## src/rtl/ks_son_if.sv

```systemverilog
// Handshake and data bundle between the distance-4 prefix stage,
// ks_son and the consumer of the adder result.
//   slave : ks_son view (takes prefix vectors, returns the sum)
//   master: upstream/downstream view (drives prefix vectors and i_ready)
interface ks_son_if;
    logic        i_valid;
    logic        o_ready;
    logic        i_c0;
    logic [24:0] i_pk;
    logic [31:0] i_gk;
    logic [31:0] i_p_save;
    logic        o_valid;
    logic        i_ready;
    logic [31:0] o_sum;
    logic        o_cout;
    logic        o_ovf;
    logic        o_zero;

    modport slave (
        input  i_valid, i_c0, i_pk, i_gk, i_p_save, i_ready,
        output o_ready, o_valid, o_sum, o_cout, o_ovf, o_zero
    );

    modport master (
        output i_valid, i_c0, i_pk, i_gk, i_p_save, i_ready,
        input  o_ready, o_valid, o_sum, o_cout, o_ovf, o_zero
    );
endinterface

```

## src/rtl/ks_son.sv

```systemverilog
// Kogge-Stone prefix completion (distances 8/16/32), sum and flags,
// in a 2-stage valid/ready pipeline.
// Ports: i_clk, i_rst (sync, active high), bus (ks_son_if.slave):
//   in : i_valid, i_c0, i_pk[24:0], i_gk[31:0], i_p_save[31:0], i_ready
//   out: o_ready, o_valid, o_sum[31:0], o_cout, o_ovf, o_zero
module ks_son (
    input  logic    i_clk,
    input  logic    i_rst,
    ks_son_if.slave bus
);

    // Generate vector shifted up by one with c0 in slot 0, so that
    // gx[i-7] is G[i-8] and position -1 maps to the carry-in.
    logic [24:0] gx;
    logic [31:0] g8;
    logic [16:0] p8;   // p8[j] is the span ending at position j+15
    logic [16:0] gx8;  // gx8[i-15] is G'[i-16]
    logic [31:0] g16;
    logic        p16;  // span ending at position 31

    always_comb begin
        gx = {bus.i_gk[23:0], bus.i_c0};
        g8 = bus.i_gk;
        for (int i = 7; i < 32; i++) begin
            g8[i] = bus.i_gk[i] | (bus.i_pk[i-7] & gx[i-7]);
        end
        p8 = '0;
        for (int j = 0; j < 17; j++) begin
            p8[j] = bus.i_pk[j+8] & bus.i_pk[j];
        end
    end

    always_comb begin
        gx8 = {g8[15:0], bus.i_c0};
        g16 = g8;
        for (int i = 15; i < 32; i++) begin
            g16[i] = g8[i] | (p8[i-15] & gx8[i-15]);
        end
        p16 = p8[16] & p8[0];
    end

    logic s1_v;
    logic s2_v;
    logic s1_en;
    logic s2_en;

    assign s2_en = ~s2_v | bus.i_ready;
    assign s1_en = ~s1_v | s2_en;

    logic [31:0] s1_g;
    logic        s1_p;
    logic [31:0] s1_ps;
    logic        s1_c0;

    always_ff @(posedge i_clk) begin
        if (i_rst) begin
            s1_v  <= 1'b0;
            s1_g  <= '0;
            s1_p  <= 1'b0;
            s1_ps <= '0;
            s1_c0 <= 1'b0;
        end else if (s1_en) begin
            s1_v  <= bus.i_valid;
            s1_g  <= g16;
            s1_p  <= p16;
            s1_ps <= bus.i_p_save;
            s1_c0 <= bus.i_c0;
        end
    end

    // Final grey cell at 31 folds in c0; every carry is then complete.
    logic [31:0] c;
    logic [31:0] sum;

    always_comb begin
        c     = s1_g;
        c[31] = s1_g[31] | (s1_p & s1_c0);
        sum   = s1_ps ^ {c[30:0], s1_c0};
    end

    logic [31:0] r_sum;
    logic        r_cout;
    logic        r_ovf;
    logic        r_zero;

    always_ff @(posedge i_clk) begin
        if (i_rst) begin
            s2_v   <= 1'b0;
            r_sum  <= '0;
            r_cout <= 1'b0;
            r_ovf  <= 1'b0;
            r_zero <= 1'b0;
        end else if (s2_en) begin
            s2_v   <= s1_v;
            r_sum  <= sum;
            r_cout <= c[31];
            r_ovf  <= c[31] ^ c[30];
            r_zero <= ~|sum;
        end
    end

    assign bus.o_ready = s1_en;
    assign bus.o_valid = s2_v;
    assign bus.o_sum   = r_sum;
    assign bus.o_cout  = r_cout;
    assign bus.o_ovf   = r_ovf;
    assign bus.o_zero  = r_zero;

endmodule

```

## src/flat_wrapper.sv

```systemverilog
// flat-port wrapper written by rule: the top's interface ports become plain ports
module ks_son_flat 
  (i_clk, i_rst, bus_i_valid, bus_i_c0, bus_i_pk, bus_i_gk, bus_i_p_save, bus_i_ready, bus_o_ready, bus_o_valid, bus_o_sum, bus_o_cout, bus_o_ovf, bus_o_zero);
  ks_son_if bus_i ();
  input  logic i_clk;
  input  logic i_rst;
  input wire logic [$bits(bus_i.i_valid)-1:0] bus_i_valid;
  input wire logic [$bits(bus_i.i_c0)-1:0] bus_i_c0;
  input wire logic [$bits(bus_i.i_pk)-1:0] bus_i_pk;
  input wire logic [$bits(bus_i.i_gk)-1:0] bus_i_gk;
  input wire logic [$bits(bus_i.i_p_save)-1:0] bus_i_p_save;
  input wire logic [$bits(bus_i.i_ready)-1:0] bus_i_ready;
  output wire logic [$bits(bus_i.o_ready)-1:0] bus_o_ready;
  output wire logic [$bits(bus_i.o_valid)-1:0] bus_o_valid;
  output wire logic [$bits(bus_i.o_sum)-1:0] bus_o_sum;
  output wire logic [$bits(bus_i.o_cout)-1:0] bus_o_cout;
  output wire logic [$bits(bus_i.o_ovf)-1:0] bus_o_ovf;
  output wire logic [$bits(bus_i.o_zero)-1:0] bus_o_zero;
  assign bus_i.i_valid = bus_i_valid;
  assign bus_i.i_c0 = bus_i_c0;
  assign bus_i.i_pk = bus_i_pk;
  assign bus_i.i_gk = bus_i_gk;
  assign bus_i.i_p_save = bus_i_p_save;
  assign bus_i.i_ready = bus_i_ready;
  assign bus_o_ready = bus_i.o_ready;
  assign bus_o_valid = bus_i.o_valid;
  assign bus_o_sum = bus_i.o_sum;
  assign bus_o_cout = bus_i.o_cout;
  assign bus_o_ovf = bus_i.o_ovf;
  assign bus_o_zero = bus_i.o_zero;
  ks_son u_core (.i_clk(i_clk), .i_rst(i_rst), .bus(bus_i));
endmodule
```

## config.mk

```make
export PLATFORM = sky130hd
export DESIGN_NAME = ks_son_flat
export DESIGN_NICKNAME = d
export VERILOG_FILES = /design/src/rtl/ks_son_if.sv /design/src/rtl/ks_son.sv /design/src/flat_wrapper.sv
export SDC_FILE = /design/constraint.sdc
export NUM_CORES = 1
export LEC_CHECK = 0
export BUFFER_PORTS_ARGS = -buffer_cell sky130_fd_sc_hd__buf_2
export CORE_MARGIN = 5
export CORE_UTILIZATION = 48
export CTS_CLUSTER_SIZE = 24
export DETAILED_ROUTE_END_ITERATION = 10
export GPL_TIMING_DRIVEN = 0
export MAX_ROUTING_LAYER = met4
export PLACE_DENSITY = 0.88
export SLEW_MARGIN = 20
export SYNTH_ARGS = -nofsm -noshare
export SYNTH_HDL_FRONTEND = slang
export SYNTH_SLANG_ARGS = --single-unit
```

## constraint.sdc

```tcl
create_clock -name i_clk -period 1.4 [get_ports i_clk]
set_input_delay 0 -clock i_clk [delete_from_list [all_inputs] [get_ports i_clk]]
set_output_delay 0 -clock i_clk [all_outputs]
set_load 0.02 [all_outputs]
```

==> summary.txt <==
Yosys
  – Synth Area in Compound Gates: 0.165
  – Multiplexer share of the synthesized area: 0
  – Number of synthesized register bits: 103
  – Top cells by instance count after synthesis: sky130_fd_sc_hd__dfxtp_1, sky130_fd_sc_hd__nand2_1, sky130_fd_sc_hd__nor2_1
  – Share of the yosys chip area belonging to registers: 0.500
  – Proportion of synthesized flip-flops having asynchronous set or reset: 0
  – Post-Synth Simple-Gate Area: 0.213
  – Yosys top cell by area: sky130_fd_sc_hd__dfxtp_1
  – Syn Std Cell Area: 0.00412 mm2
  – Synth Area in Adders: 0
  – Synthesized-area fraction occupied by xor and xnor cells: 0.0701
  – Net count of the mapped netlist: 575
  – Library cells used by synthesis: 25
  – Main combinational cell family by area after synthesis: simple AND/OR/NAND/NOR gates
  – Share of the synthesized area in the top cell type: 0.500
  – Top-count cell post-synth: sky130_fd_sc_hd__dfxtp_1
  – Ys flop type: sky130_fd_sc_hd__dfxtp_1
  – Mean Syn Cell Area: 8.57 um2
  – Post-Syn Instances: 481
  – Cells taking the most area after synthesis: sky130_fd_sc_hd__dfxtp_1, sky130_fd_sc_hd__nand2_1, sky130_fd_sc_hd__xnor2_1
  – YS warnings: 0
  – Number of flops mapped to enable cells by yosys: 0

Setup path
  – Setup crit end kind: flip-flop
  – Cell with the biggest individual delay on the critical path: sky130_fd_sc_hd__nor4_2
  – Crit path launch type: flip-flop
  – CP max stage delay: 420 ps
  – Category of the most critical setup path: reg -> reg
  – Crit-path max FO: 2
  – Endpoint required time on the critical path: 1730 ps
  – Sequence of cells on the critical path: xnor2_2 -> nand4_1 -> nor4_2 -> nand3_1 -> nand2_1
  – Data arrival time at the worst-slack endpoint: 1800 ps

STA
  – Worst Skew: 11.4 ps
  – Slew Limit Fails: 0
  – Unrepaired setup endpoints after global routing: yes
  – Hold Vio Cnt, Final: 0
  – Worst slew pin tran: 688 ps
  – Slew headroom: 0.541
  – Final Critical Period: 1470 ps
  – Summed negative setup slack over all endpoints: -237 ps
  – Total of endpoints with negative setup slack in the final report: 9
  – Portion of the clock cycle consumed by the worst path in the final layout: 1.05
  – Max frequency: 0.680 GHz
  – Final critical-path setup slack: -70.3 ps

Pwr
  – Comb pwr share: 0.183
  – Switching power of the nets: 1.80 mW
  – Power per standard cell area: 1080 mW/mm2
  – Net switching share of the total power: 0.287
  – Share of power burned in the clock network: 0.292
  – Int Pwr: 4.49 mW
  – Static leakage: 2.63 nW
  – Total power draw: 6.29 mW
  – VDD IR max: 506 uV
  – Seq pwr share: 0.525

Detailed routing
  – Per-cell routed wire length: 19.9 um
  – Post-detailed-routing wire length: 15.7 mm
  – Routed via count: 4,589
  – Violation count after the first detailed-route iteration: 561
  – Number of remaining DRC errors: 0
  – Vias/cell: 5.82
  – Number of nets with antenna violations after detailed routing: 0
  – Length of the first detailed-routing pass in iterations: 5

GRT
  – Vias in the first global route: 4,537
  – Initial antenna violation count: 0
  – Wire length of the first global-routing pass: 22.6 mm
  – Total global-route track usage: 0.289
  – Residual overflow from global routing: 0
  – Largest net degree at the start of global routing: 16

Floorplan
  – Starting Density: 0.496
  – Die area: 0.0105 mm2
  – Core footprint: 0.00830 mm2
  – Height of the die: 103 um
  – Die extent in x: 103 um
  – Number of primary I/O pins: 131
  – Number of rows created at floorplan: 33

Finish
  – Filler instances: 581
  – Fraction of final layout cells with drive strength greater than 1: 0.291
  – Final nets: 773
  – Relative area change from synthesis to final layout: 41.1%
  – Antenna Diode Count: 0

Clock tree
  – Clock-pin slew of the registers on the worst-case setup and hold paths: 100 ps
  – TritonCTS Buffers: 9
  – Maximum count of clock buffers along a single path: 2
  – CTS Root Buffer Type: sky130_fd_sc_hd__clkbuf_8
  – H-Tree Depth: 3
  – Latest clock arrival within the worst-skew pair: 370 ps
  – TritonCTS clock tree: done
  – TritonCTS Sinks: 103

Place
  – Final weighted congestion in routability-driven placement: 0.899
  – Detailed Place HPWL: 9.48 mm
  – Buffers added on ports: 129

Hold path
  – Hold Path Class: in -> reg

Status
  – Violations in the final reports: setup timing
  – Status: finished with violations

Run
  – Maximum capacitance violations: 0
power groups by stage:
| stage | clock (mW) | sequential (mW) | combinational [mW] |
|---|---|---|---|
| after floorplan | 0 | 3.44 | 0.433 |
| after global placement | 0 | 3.33 | 0.902 |
| after detailed placement | 0 | 3.35 | 0.924 |
| after CTS | 1.81 | 3.28 | 1.05 |
| after global routing | 1.91 | 3.32 | 1.21 |
| final | 1.83 | 3.30 | 1.15 |
routing by layer:
metal,GRT usage,vias up,part of all wire
met2,0.453,425,0.47
met5,-,-,0
met3,0.0609,111,0.10
li1,-,2008,-
met1,0.343,2045,0.35
met4,0.163,0,0.071
cell type report:
cell class | count | area, um2 | share of cell area
repair buffers | 189 | 1240 | 0.214
clock buffers | 12 | 135 | 0.0232
clock inverters | 3 | 45.0 | 0.00775
well taps | 105 | 131 | 0.0226
inverters | 1 | 6.26 | 0.00108
multi-input cells | 343 | 1950 | 0.336
flip-flops and latches | 103 | 2060 | 0.355
plain buffers | 32 | 238 | 0.0409
repair_timing:
| action | CTS | global route |
|---|---|---|
| setup buffers | 4 | 4 |
| endpoints found under the setup margin | 2 | 66 |
| hold buffers | 52 | 0 |
| gates resized for setup | 6 | 44 |
| pin swaps | 1 | 3 |
| hold endpoints to repair | 51 | 0 |
worst max-delay path, delay by kind of cell (launching register included):
family        cells  cell delay (ps)
simple gates      4              820
flops             1              360
xor+xnor          1              240
logic make-up (layout without fill, tap and decap cells):
logic type | after synthesis | in the layout
flip-flops | 103 | 103
AO/OA/AOI/OAI | 103 | 103
AND/OR/NAND/NOR | 207 | 207
buffers and inverters | 35 | 237
XOR/XNOR | 33 | 33
per-stage QoR:
step           area (um2)  utilization  setup WS, ps  std cells  hold slack [ps]
6_report             5810        0.701         -70.3        788             3.22
5_1_grt              5810        0.701         -96.6        788             42.0
4_1_cts              5640        0.679         -40.1        785             4.58
3_5_place_dp         4900        0.590          11.0        715              240
3_3_place_gp         4900        0.590          51.7        715              225
2_1_floorplan        4120            -          36.1        481              121
registers in the layout (all words and copies together) (netlist names):
name,flops
u_core.bus.o_cout,1
u_core.bus.o_ovf,1
u_core.bus.o_sum,32
u_core.bus.o_valid,1
u_core.bus.o_zero,1
u_core.s1_c0,1
u_core.s1_g,32
u_core.s1_p,1
u_core.s1_ps,32
u_core.s1_v,1
final timing paths:
| check | startpoint | slack, ps | cells past startpoint | to |
|---|---|---|---|---|
| max | u_core.s1_g[14] | -70 | 5 | u_core.bus.o_zero |
| min | bus_i_gk[9] | 3 | 4 | u_core.s1_g[9] |
| max reg2reg | u_core.s1_g[14] | -70 | 5 | u_core.bus.o_zero |
| min reg2reg | u_core.s1_g[1] | 470 | 2 | u_core.s1_g[1] |
cells in the final DEF (no fill, tap or decap), drive strengths merged:
master / synthesis / routed
bufinv: 0 / 1
o21ai: 2 / 2
nor4: 1 / 1
xnor2: 33 / 33
nand2b: 1 / 1
a21oi: 52 / 52
nand2: 84 / 84
a211oi: 41 / 41
dfxtp: 103 / 103
nor2b: 10 / 10
nand3: 2 / 2
nor3: 26 / 26
inv: 1 / 1
nand3b: 1 / 1
dlygate4sd3: 0 / 52
a21o: 8 / 8
nor2: 73 / 73
nand4: 8 / 8
clkinvlp: 0 / 2
clkbuf: 14 / 27
and2: 1 / 1
buf: 20 / 154
Power figures use the tool's default switching activity.
